### src/rtl/fpu_ctrl_pkg.sv
// Shared definitions for the FPU issue controller: funct5 codes and FSM state encoding.
package fpu_ctrl_pkg;

    localparam logic [4:0] FADD    = 5'b00000;
    localparam logic [4:0] FSUB    = 5'b00001;
    localparam logic [4:0] FMUL    = 5'b00010;
    localparam logic [4:0] FDIV    = 5'b00011;
    localparam logic [4:0] FSQRT   = 5'b01011;
    localparam logic [4:0] FSGNJ   = 5'b00100;
    localparam logic [4:0] FMINMAX = 5'b00101;
    localparam logic [4:0] FCMP    = 5'b10100;
    localparam logic [4:0] FCVT_WS = 5'b11000;
    localparam logic [4:0] FCVT_SW = 5'b11010;
    localparam logic [4:0] FMV_XW  = 5'b11100;
    localparam logic [4:0] FMV_WX  = 5'b11110;

    typedef enum logic [1:0] {
        IDLE = 2'd0,
        BUSY = 2'd1,
        DONE = 2'd2
    } state_t;

endpackage

### src/rtl/fpu_latency_lut.sv
// Maps an F-extension funct5 to the datapath latency used to load the wait counter.
module fpu_latency_lut
    import fpu_ctrl_pkg::*;
#(
    parameter int unsigned LAT_ADD  = 3,
    parameter int unsigned LAT_MUL  = 2,
    parameter int unsigned LAT_DIV  = 10,
    parameter int unsigned LAT_SQRT = 12,
    parameter int unsigned LAT_CVT  = 2,
    parameter int unsigned LAT_MISC = 1,
    parameter int unsigned CNT_W    = 4
) (
    input  logic [4:0]       funct5_i,
    output logic [CNT_W-1:0] load_o
);

    // Latency decode; anything not listed is a single-cycle misc op
    always_comb begin
        load_o = CNT_W'(LAT_MISC);
        case (funct5_i)
            FADD, FSUB:       load_o = CNT_W'(LAT_ADD);
            FMUL:             load_o = CNT_W'(LAT_MUL);
            FDIV:             load_o = CNT_W'(LAT_DIV);
            FSQRT:            load_o = CNT_W'(LAT_SQRT);
            FCVT_WS, FCVT_SW: load_o = CNT_W'(LAT_CVT);
            default:          load_o = CNT_W'(LAT_MISC);
        endcase
    end

endmodule

### src/rtl/fpu_issue_ctrl.sv
// Launches one FP op on the handshake-free pipelined datapath, stalls E for its
// fixed latency, then presents the captured result with a valid until E advances.
module fpu_issue_ctrl
    import fpu_ctrl_pkg::*;
#(
    parameter int unsigned LAT_ADD  = 3,
    parameter int unsigned LAT_MUL  = 2,
    parameter int unsigned LAT_DIV  = 10,
    parameter int unsigned LAT_SQRT = 12,
    parameter int unsigned LAT_CVT  = 2,
    parameter int unsigned LAT_MISC = 1,
    parameter int unsigned CNT_W    = 4
) (
    input  logic        clk,
    input  logic        rst,
    input  logic        req,
    input  logic [31:0] fpu_rd1,
    input  logic [31:0] fpu_rd2,
    input  logic [2:0]  fpu_rm,
    input  logic [4:0]  fpu_funct5,
    input  logic        flush_e,
    input  logic        hold,
    output logic        fpu_stall,
    output logic        fpu_valid,
    output logic [31:0] fpu_result,
    output logic        unit_start,
    output logic [31:0] unit_op_a,
    output logic [31:0] unit_op_b,
    output logic [2:0]  unit_rm,
    output logic [4:0]  unit_funct5,
    input  logic [31:0] unit_result
);

    state_t             state_q, state_d;
    logic [CNT_W-1:0]   cnt_q, cnt_d;
    logic [CNT_W-1:0]   lat_load;
    logic               launch_c;
    logic               capture_c;

    logic               unit_start_q;
    logic [31:0]        unit_op_a_q, unit_op_b_q, fpu_result_q;
    logic [2:0]         unit_rm_q;
    logic [4:0]         unit_funct5_q;

    fpu_latency_lut #(
        .LAT_ADD  (LAT_ADD),
        .LAT_MUL  (LAT_MUL),
        .LAT_DIV  (LAT_DIV),
        .LAT_SQRT (LAT_SQRT),
        .LAT_CVT  (LAT_CVT),
        .LAT_MISC (LAT_MISC),
        .CNT_W    (CNT_W)
    ) u_lat (
        .funct5_i (fpu_funct5),
        .load_o   (lat_load)
    );

    // State and latency counter registers
    always_ff @(posedge clk) begin
        if (rst) begin
            state_q <= IDLE;
            cnt_q   <= '0;
        end else begin
            state_q <= state_d;
            cnt_q   <= cnt_d;
        end
    end

    // Next state; counter holds the full latency because start lands in the first BUSY cycle
    always_comb begin
        state_d = state_q;
        cnt_d   = cnt_q;
        case (state_q)
            IDLE: begin
                if (req && !flush_e) begin
                    state_d = BUSY;
                    cnt_d   = lat_load;
                end
            end
            BUSY: begin
                if (flush_e) begin
                    state_d = IDLE;
                    cnt_d   = '0;
                end else if (cnt_q != '0) begin
                    cnt_d = cnt_q - CNT_W'(1);
                end else begin
                    state_d = DONE;
                end
            end
            DONE: begin
                if (flush_e || !hold) begin
                    state_d = IDLE;
                end
            end
            default: begin
                state_d = IDLE;
                cnt_d   = '0;
            end
        endcase
    end

    // Stall/valid decode and launch/capture strobes
    always_comb begin
        launch_c  = 1'b0;
        capture_c = 1'b0;
        fpu_stall = 1'b0;
        fpu_valid = 1'b0;
        case (state_q)
            IDLE: begin
                launch_c  = req && !flush_e;
                fpu_stall = launch_c;
            end
            BUSY: begin
                fpu_stall = 1'b1;
                capture_c = !flush_e && (cnt_q == '0);
            end
            DONE: begin
                fpu_valid = 1'b1;
            end
            default: begin
                fpu_stall = 1'b0;
            end
        endcase
    end

    // Operand holding registers, launch pulse and result capture
    always_ff @(posedge clk) begin
        if (rst) begin
            unit_start_q  <= 1'b0;
            unit_op_a_q   <= '0;
            unit_op_b_q   <= '0;
            unit_rm_q     <= '0;
            unit_funct5_q <= '0;
            fpu_result_q  <= '0;
        end else begin
            unit_start_q <= launch_c;
            if (launch_c) begin
                unit_op_a_q   <= fpu_rd1;
                unit_op_b_q   <= fpu_rd2;
                unit_rm_q     <= fpu_rm;
                unit_funct5_q <= fpu_funct5;
            end
            if (capture_c) begin
                fpu_result_q <= unit_result;
            end
        end
    end

    assign unit_start  = unit_start_q;
    assign unit_op_a   = unit_op_a_q;
    assign unit_op_b   = unit_op_b_q;
    assign unit_rm     = unit_rm_q;
    assign unit_funct5 = unit_funct5_q;
    assign fpu_result  = fpu_result_q;

endmodule

### config.mk
export PLATFORM = sky130hd
export DESIGN_NAME = fpu_issue_ctrl
export DESIGN_NICKNAME = d
export VERILOG_FILES = /design/src/rtl/fpu_ctrl_pkg.sv /design/src/rtl/fpu_latency_lut.sv /design/src/rtl/fpu_issue_ctrl.sv
export SDC_FILE = /design/constraint.sdc
export NUM_CORES = 1
export LEC_CHECK = 0
export BUFFER_PORTS_ARGS = -buffer_cell sky130_fd_sc_hd__buf_2
export CORE_ASPECT_RATIO = 1.75
export CORE_MARGIN = 2
export CORE_UTILIZATION = 48
export DETAILED_ROUTE_END_ITERATION = 8
export MAX_ROUTING_LAYER = met4
export PLACE_DENSITY_LB_ADDON = 0.05
export SYNTH_ARGS = -nofsm -noshare
export SYNTH_HDL_FRONTEND = slang
export SYNTH_SLANG_ARGS = --single-unit
### constraint.sdc
create_clock -name clk -period 3.2 [get_ports clk]
set_input_delay 0.64 -clock clk [delete_from_list [all_inputs] [get_ports clk]]
set_output_delay 0.64 -clock clk [all_outputs]
set_load 0.05 [all_outputs]
# Word level (Yosys, flattened, before mapping)
# Cells that the tools add are included.
# classes
n_addsub	1
n_shift	0
bitwise_logic	1
multipliers	0
div	0
eq_ne	12
muxes	14
n_lt_le_gt_ge	0
n_reduce_logical	13
# ops
operator	n
$pmux W4 S4	1
$mux W4	3
$pmux W4 S3	1
$eq A5 B2 Y1 const B	2
$eq A5 B5 Y1 const B	2
$mux W2	4
$ne A3 B3 Y1 const B	2
$pmux W2 S3	1
$reduce_and A3 Y1	2
$eq A5 B1 Y1 const B	1
$eq A5 B4 Y1 const B	1
$logic_not A5 Y1	1
$logic_not A4 Y1	1
$ne A2 B2 Y1 const B	2
$reduce_bool A4 Y1	1
$sub A4 B1 Y4 const B	1
$mux W1	3
$reduce_or A3 Y1	1
$eq A2 B1 Y1 const B	1
$eq A2 B2 Y1 const B	1
$logic_and A1 B1 Y1	2
$logic_not A1 Y1	2
$logic_not A2 Y1	1
$pmux W1 S2	1
3 further kinds	3
# word_totals
in_bits	109
elab_cells	49
n_memories	0
reg_bits	111
mem_bits_rw	0
latchBits	0
output_inout_bits	107
romBits	0

# Depth between registers and ports, before layout
# Gate-level depths: netlist (run 1).
# logic_depth
ltp_word	5
ltp_mapped	7
mapped_depth_nobuf	6

# By module
# Synthesis (run 1) repeated with hierarchy kept, for this count alone.
# hier_totals
hier_cells	510
hier_area_um2	4053.9
# modules_own_cells
mod	seq_area_each_um2	area_each_um2	cells_each	n_inst
fpu_issue_ctrl	2222.1	3993.8	502	1
fpu_latency_lut	0.0	60.1	8	1

# Worst setup path after synthesis (run 1)
# No wires, ideal clock.
# synth_path
kind	input -> output
from	in flush_e
to	out fpu_stall
arrival_ns	1.700
path_buffers	0
path_slack_ns	0.860
path_stages	2
t_required_ns	2.560
path_cell_list	nand2b_1 a21oi_1
# synth_via
elab_chain_cells	3
# synth_rtl
element	line_no	source
start, declared	fpu_issue_ctrl.sv:21	input logic flush_e,
$logic_not A1 Y1	fpu_issue_ctrl.sv:110	launch_c = req && !flush_e;
$logic_and A1 B1 Y1	fpu_issue_ctrl.sv:110	
$pmux W1 S2	fpu_issue_ctrl.sv:108	case (state_q)
end, declared	fpu_issue_ctrl.sv:23	output logic fpu_stall,
# No other way between the ends.

# Worst setup path after layout (run 1)
# Same ends and word-level chain as after synthesis.

==> metrics.md, run 1 <==
| Metric | Value |
|---|---|
| Critical-path maximum fanout | 7 |
| Mean instance size in the synthesized netlist | around 8 sq um |
| Post-DP Area | 5127 sq um |
| Worst-path clk slew | 0.06 ns |
| Die boundary width | between 70 and 80 um |
| Most common library cell in the layout ignoring fill and taps | sky130_fd_sc_hd__buf_2 |
| Capturing point of the worst reg2reg path | fpu_result[15]$_SDFFE_PP0P_ |
| Maximum number of pins on one net before global-route repair | 66 |
| Ant diodes | 0 |
| Final number of max-transition violations | 0 |
| Number of resized instances in the post-cts repair step | 0 |
| Grt ovf | 0 |
| Setup Crit Path Kind | input pin to primary output |
| WHS | 0.4506 ns |
| Area fraction of the dominant cell type after synthesis | 54.75% |
| Normalized max-slew margin | 42.13% |
| Highest-count cells in the layout ignoring fill and taps | 214 x sky130_fd_sc_hd__buf_2, 208 x sky130_fd_sc_hd__nand2_1, 111 x sky130_fd_sc_hd__dfxtp_1 |
| Number of logic stages on the critical path including buffering | 4 |
| Syn Inst Count | 503 |
| Number of vias per cell after detailed routing | 4.964 |
| Power consumption | 3191 uW |
| Buf/Inv on CP | 2 |
| Core ar. | 8258 sq um |
| H-tree depth | 3 |
| Dpl ws | 0.8711 ns |
| Setup crit end | fpu_stall |
| Power density over the cells | 583.6 nW/um^2 |
| GP Congestion | approximately 0.84 |
| Number of buffers inserted during clock tree synthesis | 9 |
| Crit path top cell by count | sky130_fd_sc_hd__buf_2 |
| Hold/Removal Path Class | register to register |
| Met3 Resource Use GR | 4.400% |
| Biggest area consumer among synthesized cells | sky130_fd_sc_hd__dfxtp_1 |
| Run status | finished clean |
| Total half-perimeter wirelength after legalization and detailed placement | 7450 um |
| Cell Rows | between 40 and 50 |
| Worst voltage drop across the vdd grid | 0.3858 mV |
| Fraction of met2 tracks used by global routing | 37.82% |
| Flip-flop and latch area | ~2200 sq um |
| Post-synth cell types | 33 |
| Initial DRC Count | about 160 |
| Clock tree from TritonCTS | done |
| Final setup violation count | 0 |
| Maximum operating frequency | 442.6 MHz |
| Root buffer cell | sky130_fd_sc_hd__clkbuf_16 |
| Pin slew with the least headroom to its limit | 0.8680 ns |
| Startpoint Class | input pin |
| Standby leakage power | 0.002522 uW |
| Initial Utilization | 49.15% |
| Number of failing hold endpoints at the final stage | 0 |
| Overall die height | 125.6 um |
| Syn Std Cell Area | around 4100 sq um |
| Cells on worst reg2reg path | 5 |
| Crit path from | flush_e |
| Ys flop type | sky130_fd_sc_hd__dfxtp_1 |
| Launching point of the worst reg2reg path | state_q[0]$_SDFFE_PP0P_ |
| Count of TritonRoute iterations in the first routing pass | 4 |
| Seq cells post-synth | ~110 |
| Overall routed net length | 10,460 um |
| Number of fill cells | 765 |
| Synth warnings | 0 |
| Routed length per placed instance | between 10 and 15 um |
| Skew-Pair Late Insertion Delay | 0.33 ns |
| Full die area | ~9200 sq um |
| Area of all placed cells without fillers | approximately 5500 sq um |
| Main area contributors after synthesis | sky130_fd_sc_hd__dfxtp_1 55%, sky130_fd_sc_hd__nand2_1 19%, sky130_fd_sc_hd__a21oi_1 13%, sky130_fd_sc_hd__buf_4 1.8%, sky130_fd_sc_hd__buf_2 1.6% |
| Vias after detailed routing | 3,956 |
| CP required | 2.56 ns |
| Fraction of the cycle the final worst path needs | 70.60% |
| Setup repair after global routing missed its margin | no |
| Worst path max stage delay | 0.33 ns |
| Cell class contributing the biggest share of worst-path delay | buffers and inverters |
| Quantity of I/O buffers inserted on ports | 215 |
| Number of antenna violations at the first check in global routing | 0 |
| Layout overhead on the synthesized area | 34.71% |
| Met1 usage in global routing | roughly a quarter |
| Sequential area share after synthesis | 54.75% |
| Slack of the worst reg-to-reg path | 1.16 ns |
| Wire length of the first global-routing pass | 16,320 um |
| Share of flip-flops with an asynchronous set or reset after synthesis | 0% |
| Overall Global Routing Usage | 22.72% |
| Area used by multi-input combinational logic | 1643 sq um |
| Net count after synthesis | slightly above 600 |
| Total of hold buffers inserted after clock tree synthesis | 0 |
| Number of primary I/O pins | roughly 220 |
| Signal arrival time at the worst endpoint | around 1.6 ns |
| Via count of the first global-routing pass | between 3,000 and 4,000 |
| Kind of end point of the critical path | primary output |
| Number of sinks handled by clock tree synthesis | about 110 |
| Fraction of layout instances using a drive strength above 1 | 34.33% |
| Clock Path Buffers | 2 |
| Minimum setup slack in the final design | about 0.94 ns |
| DRC violations left | 0 |
| Nets@finish | 810 |
| Antenna viol nets, final | 0 |
| Number of violations of the max-capacitance limit | 0 |
| Worst-path cell chain | buf_2, nand2b_1, a21oi_1, buf_2 |
| Post-CTS setup buffer count | 0 |
| Gr busiest metal | met2 |
| Max Clock Skew | 0.005554 ns |
| Number of enable-type register cells in the synthesized netlist | 0 |
| Total Negative Setup Slacks | 0 ns |
| Slowest cell on the critical path | sky130_fd_sc_hd__buf_2 |
| Shortest clock period the worst path allows after layout | ~2.3 ns |
==> cells in the mapped netlist, types with 2 or more instances <==
cell                       count
sky130_fd_sc_hd__buf_2        13
sky130_fd_sc_hd__nand2b_1      3
sky130_fd_sc_hd__a21oi_1     107
sky130_fd_sc_hd__buf_4        10
sky130_fd_sc_hd__a221o_1       2
sky130_fd_sc_hd__clkbuf_1     12
sky130_fd_sc_hd__nor2b_1       2
sky130_fd_sc_hd__nor3b_2       2
sky130_fd_sc_hd__a22o_1        2
sky130_fd_sc_hd__dfxtp_1     111
sky130_fd_sc_hd__nand3b_1      2
sky130_fd_sc_hd__nand2_1     208
sky130_fd_sc_hd__nor2_1        5
sky130_fd_sc_hd__a32oi_1       2
sky130_fd_sc_hd__nor4b_1       2
sky130_fd_sc_hd__inv_1         3
==> registers in the layout, summed over array words and instances (netlist names) <==
| signal | count |
|---|---|
| fpu_result | 32 |
| unit_op_a | 32 |
| unit_op_b | 32 |
| unit_funct5 | 5 |
| cnt_q | 4 |
| unit_rm | 3 |
| state_q | 2 |
| unit_start | 1 |
==> layer usage <==
layer	vias up	routed length, um
li1	2035	-
met4	0	189
met5	-	0
met2	141	5522
met1	1768	4176
met3	12	574
==> kinds of logic after synthesis <==
logic type / count (synthesis) / share of synthesized area [%]
and+or+nand+nor: 232 / 23.83
AOI/OAI and AO/OA: 119 / 15.81
DFF: 111 / 54.75
buffers and inverters: 38 / 4.839
xor gates and xnor gates: 1 / 0.2158
muxes: 1 / 0.2466
adders and majority gates: 1 / 0.3082
==> worst register-to-register path, delay by kind of cell (launching register included) <==
| family | cells | cell delay (ns) |
|---|---|---|
| DFF | 1 | 0.56 |
| AOI/OAI and AO/OA | 1 | 0.06 |
| and+or+nand+nor | 3 | 0.88 |
| buffers and inverters | 1 | 0.40 |
==> per-stage QoR <==
step	util, %	cells
6_report	66.21	797
3_3_place_gp	62.09	781
5_1_grt	66.21	797
2_1_floorplan	-	503
4_1_cts	66.21	797
3_5_place_dp	62.09	781
==> cell type report <==
type | count | area share, %
tap | 92 | 2.105
inverter | 3 | 0.2059
sequential | 111 | 40.64
clock inverter | 3 | 1.648
multi-input combinational | 354 | 30.05
clock buffer | 13 | 4.577
timing repair buffer | 221 | 20.78
==> power breakdown <==
part,leakage [uW],switching (uW),internal (uW)
combinational,0.00145,340,139
clock,0.000164,456,787
sequential,0.000903,30.6,1440
total,0.00252,827,2360
==> how the worst min path moves through the flow <==
stage,startpoint,to,slack [ns],depth (start not counted)
after CTS,unit_rm[2]$_SDFFE_PP0P_,unit_rm[2]$_SDFFE_PP0P_,0.45,2
after global placement,fpu_result[9]$_SDFFE_PP0P_,fpu_result[9]$_SDFFE_PP0P_,0.44,2
after floorplan,cnt_q[1]$_SDFFE_PP0P_,cnt_q[1]$_SDFFE_PP0P_,0.47,1
after global routing,fpu_result[18]$_SDFFE_PP0P_,fpu_result[18]$_SDFFE_PP0P_,0.47,2
after detailed placement,unit_rm[2]$_SDFFE_PP0P_,unit_rm[2]$_SDFFE_PP0P_,0.44,2
final,unit_op_a[17]$_SDFFE_PP0P_,unit_op_a[17]$_SDFFE_PP0P_,0.45,2
Note: power is estimated with default switching activity, not from simulation.
==> run 2: changes to the inputs <==
Settings changed: CORE_UTILIZATION 48 to 45.
Clock period 3.2 ns to 2.35 ns, I/O delays scaled along.
==> run 2 against run 1 <==
  * Non-clock buffer count up 1
  * Via count up 0.68%
  * Highest routed layer unchanged
  * Sequential share of layout area about the same
  * Largest cell class unchanged
  * Combinational power up 36%
==> metrics.md, run 2 (synthesized netlist as in run 1, its figures left out) <==
| Metric | Value |
|---|---|
| Via count of the first global-routing pass | approximately 3,600 |
| Initial DRC Count | 159 |
| Fraction of layout instances using a drive strength above 1 | 34.84% |
| Core ar. | 8727 sq um |
| Critical-path maximum fanout | 11 |
| Number of primary I/O pins | 216 |
| Root buffer cell | sky130_fd_sc_hd__clkbuf_16 |
| Highest-count cells in the layout ignoring fill and taps | 214 x sky130_fd_sc_hd__buf_2, 208 x sky130_fd_sc_hd__nand2_1, 111 x sky130_fd_sc_hd__dfxtp_1 |
| Layout overhead on the synthesized area | 34.80% |
| Capture endpoint of the worst hold path | fpu_result[26]$_SDFFE_PP0P_ |
| Overall Global Routing Usage | 21.25% |
| Setup Crit Path Kind | register to primary output |
| Nets@finish | between 800 and 900 |
| Standby leakage power | between 0.002 and 0.003 uW |
| Final number of max-transition violations | 0 |
| Normalized max-slew margin | 66.14% |
| Total Negative Setup Slacks | 0 ns |
| Overall die height | about 130 um |
| Routed length per placed instance | between 10 and 15 um |
| Capturing point of the worst reg2reg path | fpu_result[9]$_SDFFE_PP0P_ |
| CP required | ~1.9 ns |
| Post-CTS setup buffer count | 0 |
| Number of resized instances in the post-cts repair step | 0 |
| Skew-Pair Late Insertion Delay | 0.34 ns |
| Shortest clock period the worst path allows after layout | between 2 and 2.5 ns |
| Worst voltage drop across the vdd grid | 0.5281 mV |
| Slack of the worst reg-to-reg path | a little over 0.5 ns |
| WHS | 0.3615 ns |
| Setup repair after global routing missed its margin | no |
| Run status | finished clean |
| Grt ovf | 0 |
| Kind of end point of the critical path | primary output |
| Total half-perimeter wirelength after legalization and detailed placement | 7456 um |
| Startpoint Class | register |
| Dpl ws | 0.4690 ns |
| Maximum operating frequency | 493.0 MHz |
| Power density over the cells | 762.9 nW/um^2 |
| Ant diodes | 0 |
| Final setup violation count | 0 |
| Total of hold buffers inserted after clock tree synthesis | 0 |
| Overall routed net length | 10,470 um |
| Quantity of I/O buffers inserted on ports | 215 |
| Cells on worst reg2reg path | 5 |
| Cell Rows | 45 |
| Final standard cell count with taps included and fillers excluded | 823 |
| Initial Utilization | roughly 47% |
| Number of failing hold endpoints at the final stage | 0 |
| Clock tree from TritonCTS | done |
| Depth of the worst hold-timing path | 3 |
| Hold/Removal Path Class | input pin to register |
| Number of vias per cell after detailed routing | 4.840 |
| Full die area | slightly below 10,000 sq um |
| Pin slew with the least headroom to its limit | around 0.5 ns |
| Antenna viol nets, final | 0 |
| Fraction of the cycle the final worst path needs | 86.32% |
| Maximum number of pins on one net before global-route repair | between 100 and 150 |
| Clock Path Buffers | 2 |
| DRC violations left | 0 |
| Wire length of the first global-routing pass | 15,860 um |
| GP Congestion | 0.8579 |
| Count of TritonRoute iterations in the first routing pass | 4 |
| Number of sinks handled by clock tree synthesis | ~110 |
| Number of antenna violations at the first check in global routing | 0 |
| Signal arrival time at the worst endpoint | 1.56 ns |
| Minimum setup slack in the final design | approximately 0.32 ns |
| Launching point of the worst reg2reg path | state_q[0]$_SDFFE_PP0P_ |
| Number of violations of the max-capacitance limit | 0 |
| Number of fill cells | 844 |
| Number of buffers inserted during clock tree synthesis | 9 |
| Most common library cell in the layout ignoring fill and taps | sky130_fd_sc_hd__buf_2 |
| H-tree depth | 3 |
| Max Clock Skew | 0.006032 ns |
| Vias after detailed routing | 3,983 |
| Placed insts | 807 |
| Die boundary width | about 76 um |
| Beginning of the worst hold path | unit_result[26] |
| Worst-path clk slew | about 0.07 ns |
-- run 2: cell types whose count changed in the layout (fill, tap and decap cells not counted) --
cell / previous run / this run
sky130_fd_sc_hd__buf_4: 6 / 7
sky130_fd_sc_hd__bufinv_16: 3 / 1
sky130_fd_sc_hd__inv_6: 0 / 2
sky130_fd_sc_hd__clkbuf_1: 3 / 0
sky130_fd_sc_hd__clkinv_2: 0 / 2
sky130_fd_sc_hd__clkinv_4: 0 / 1
-- run 2: worst max path at each step --
stage	startpoint	slack [ns]	end
2_1_floorplan	flush_e	0.24	cnt_q[3]$_SDFFE_PP0P_
3_3_place_gp	flush_e	0.49	fpu_stall
3_5_place_dp	flush_e	0.47	fpu_stall
4_1_cts	state_q[0]$_SDFFE_PP0P_	0.32	fpu_stall
5_1_grt	state_q[0]$_SDFFE_PP0P_	0.20	fpu_stall
6_report	state_q[0]$_SDFFE_PP0P_	0.32	fpu_stall
-- run 2: critical path, cell delays in order, from the launching register on --
cell	delay, ns
sky130_fd_sc_hd__dfxtp_1	0.58
sky130_fd_sc_hd__inv_1	0.08
sky130_fd_sc_hd__a21oi_1	0.24
sky130_fd_sc_hd__buf_2	0.32
-- run 2: through the flow --
step	utilization [%]	power, uW	area (sq um)
6_report	62.70	4174	5472
4_1_cts	62.70	4223	5472
3_5_place_dp	59.20	2697	5166
2_1_floorplan	-	2491	4059
5_1_grt	62.70	4353	5472
3_3_place_gp	59.20	2687	5166
-- run 2: cell type report --
class                      count  area (sq um)  share of cell area [%]
tap                          117         146.4                   2.676
timing repair buffer         222          1144                   20.90
multi-input combinational    354          1643                   30.03
clock inverter                 6         66.31                   1.212
sequential                   111          2222                   40.61
inverter                       3         11.26                  0.2058
clock buffer                  10         239.0                   4.368
-- run 2: power breakdown --
group	internal, uW	switching, uW	leakage, uW
clock	861	664	0.000153
combinational	190	462	0.00146
sequential	1960	40.2	0.000903
total	3010	1170	0.00251
-- run 2: layer usage --
layer / vias up / share of wire, % / track usage [%]
li1: 2035 / - / -
met3: 20 / 6.8 / 5.443
met5: - / 0 / -
met1: 1792 / 39 / 22.59
met2: 136 / 52 / 36.11
met4: 0 / 2.7 / 9.185
==> run 3: changes to the inputs <==
Settings changed: CAP_MARGIN set to 20, GPL_TIMING_DRIVEN set to 0, REMOVE_ABC_BUFFERS set to 1.
==> run 3 against run 2 <==
  * Global-route usage rose by 0.65 points
  * Non-clock buffer count shrank 1
  * Via count unchanged
  * Clock-buffer cell count unchanged
  * Sequential power is essentially flat
  * Worst hold slack better by 0.0016 ns
  * Total power grew 1.9%
  * Critical path type unchanged
==> metrics.md, run 3 (synthesized netlist as in run 1, its figures left out) <==
| Metric | Value |
|---|---|
| Run status | finished clean |
| Fraction of the cycle the final worst path needs | 91.93% |
| Total of hold buffers inserted after clock tree synthesis | 0 |
| Slack of the worst reg-to-reg path | about 0.27 ns |
| NetSw | 1158 uW |
| Initial Utilization | 46.51% |
| Maximum number of pins on one net before global-route repair | 93 |
| Setup Crit Path Kind | register to primary output |
| Antenna viol nets, final | 0 |
| Switching power as a share of total power | 27.22% |
| Most common library cell in the layout ignoring fill and taps | sky130_fd_sc_hd__buf_2 |
| Layout overhead on the synthesized area | 37.64% |
| H-tree depth | 3 |
| Skew-Pair Late Insertion Delay | between 0.3 and 0.4 ns |
| Area of all placed cells without fillers | 5587 sq um |
| Worst-path clk slew | approximately 0.070 ns |
| Full die area | ~9800 sq um |
| Shortest clock period the worst path allows after layout | between 2 and 2.5 ns |
| Portion of total power attributed to the clock network | 37.0% |
| Final standard cell count with taps included and fillers excluded | 823 |
| Normalized max-slew margin | 38.48% |
| Number of failing hold endpoints at the final stage | 0 |
| CP required | 1.88 ns |
| Logic gate share of total power | 16.1% |
| Number of antenna violations at the first check in global routing | 0 |
| Number of violations of the max-capacitance limit | 0 |
| Capture endpoint of the worst hold path | unit_op_b[8]$_SDFFE_PP0P_ |
| Number of primary I/O pins | 216 |
| GP Congestion | between 0.8 and 0.9 |
| Post-CTS setup buffer count | 0 |
| Routed length per placed instance | between 10 and 15 um |
| Pin slew with the least headroom to its limit | 0.9227 ns |
| Fraction of layout instances using a drive strength above 1 | about a third |
| Dpl ws | 0.09022 ns |
| Clock tree from TritonCTS | done |
| Core ar. | 8727 sq um |
| Placed insts | ~810 |
| Total half-perimeter wirelength after legalization and detailed placement | 7902 um |
| Post-DP Area | 5266 sq um |
| Beginning of the worst hold path | fpu_rd2[8] |
| Ant diodes | 0 |
| Hold/Removal Path Class | input pin to register |
| Initial DRC Count | around 160 |
| Number of buffers inserted during clock tree synthesis | 9 |
| Max Clock Skew | about 0.005 ns |
| Internal power consumption | just over 3000 uW |
| Grt ovf | 0 |
| Via count of the first global-routing pass | 3,625 |
| Startpoint Class | register |
| Area used by multi-input combinational logic | 1649 sq um |
| Root buffer cell | sky130_fd_sc_hd__clkbuf_16 |
| Die boundary width | 75.79 um |
| Cell Rows | 45 |
| Overall Global Routing Usage | 21.90% |
| Depth of the worst hold-timing path | 3 |
| Final design utilization | 64.01% |
| Count of TritonRoute iterations in the first routing pass | 4 |
| Signal arrival time at the worst endpoint | ~1.7 ns |
| Overall die height | approximately 130 um |
| Number of resized instances in the post-cts repair step | 0 |
| Nets@finish | 811 |
| Vias after detailed routing | 3,983 |
| Maximum operating frequency | 462.9 MHz |
| Worst voltage drop across the vdd grid | 0.4669 mV |
| Number of vias per cell after detailed routing | 4.840 |
| Launching point of the worst reg2reg path | cnt_q[0]$_SDFFE_PP0P_ |
| Minimum setup slack in the final design | 0.1898 ns |
| Number of fill cells | approximately 780 |
| Standby leakage power | 0.002551 uW |
| Critical-path maximum fanout | 11 |
| Setup repair after global routing missed its margin | no |
| Final number of max-transition violations | 0 |
| Cells on worst reg2reg path | 6 |
| Clock Path Buffers | 2 |
| Wire length of the first global-routing pass | 16,220 um |
| Kind of end point of the critical path | primary output |
| Quantity of I/O buffers inserted on ports | roughly 220 |
| Number of sinks handled by clock tree synthesis | 111 |
| Capturing point of the worst reg2reg path | fpu_result[23]$_SDFFE_PP0P_ |
| Overall routed net length | about 11,000 um |
| Power consumption | 4255 uW |
| Sequential share of power | between 40% and 50% |
| DRC violations left | 0 |
| Highest-count cells in the layout ignoring fill and taps | 214 x sky130_fd_sc_hd__buf_2, 208 x sky130_fd_sc_hd__nand2_1, 111 x sky130_fd_sc_hd__dfxtp_1 |
| Power density over the cells | 761.6 nW/um^2 |
| Final setup violation count | 0 |
| Flip-flop and latch area | 2222 sq um |
-- run 3: changes by cell type in the layout (fill, tap and decap cells not counted), moves of 2 or more --
cell	delta
sky130_fd_sc_hd__buf_16	+6
sky130_fd_sc_hd__clkinvlp_4	+2
sky130_fd_sc_hd__inv_6	-2
sky130_fd_sc_hd__buf_4	-6
-- run 3: layer usage --
layer	routed length, um	vias up	global-route usage (%)
met2	5635	150	37.42
met3	677	25	3.499
met1	4192	1771	23.71
li1	-	2037	-
met5	0	-	-
met4	361	0	10.94
-- run 3: critical path: stages (launching register included) --
cell	delay, ns
sky130_fd_sc_hd__dfxtp_1	0.58
sky130_fd_sc_hd__inv_1	0.08
sky130_fd_sc_hd__a21oi_1	0.35
sky130_fd_sc_hd__buf_2	0.34
-- run 3: worst max path at each step --
stage	start	endpoint	slack (ns)	cells past startpoint
after floorplan	flush_e	unit_funct5[0]$_SDFFE_PP0P_	0.03	4
after global placement	flush_e	unit_op_a[29]$_SDFFE_PP0P_	-0.97	5
after detailed placement	cnt_q[0]$_SDFFE_PP0P_	cnt_q[3]$_SDFFE_PP0P_	0.09	6
after CTS	state_q[0]$_SDFFE_PP0P_	cnt_q[3]$_SDFFE_PP0P_	0.08	4
after global routing	state_q[0]$_SDFFE_PP0P_	fpu_stall	0.07	3
final	state_q[0]$_SDFFE_PP0P_	fpu_stall	0.19	3
-- run 3: final cells by class --
class                           instances  area share [%]
Timing Repair Buffer                  221           22.26
Clock inverter                          6           1.523
Clock buffer                           10           4.099
Tap cell                              117           2.620
Sequential cell                       111           39.78
Multi-Input combinational cell        355           29.52
Inverter                                3          0.2016
-- run 3: power by group through the flow --
stage | sequential (uW) | clock [uW] | combinational (uW)
floorplan | 2280 | 0 | 163
global placement | 2040 | 0 | 644
detailed placement | 2040 | 0 | 684
CTS | 2000 | 1610 | 686
global route | 2010 | 1670 | 737
finish | 2000 | 1570 | 684
-- run 3: per-stage QoR --
| step | hold WS (ns) | setup TNS, ns |
|---|---|---|
| after floorplan | 0.4736 | 0 |
| after global placement | 0.4381 | -71.45 |
| after detailed placement | 0.4430 | 0 |
| after CTS | 0.3525 | 0 |
| after global routing | 0.3572 | 0 |
| final | 0.3630 | 0 |
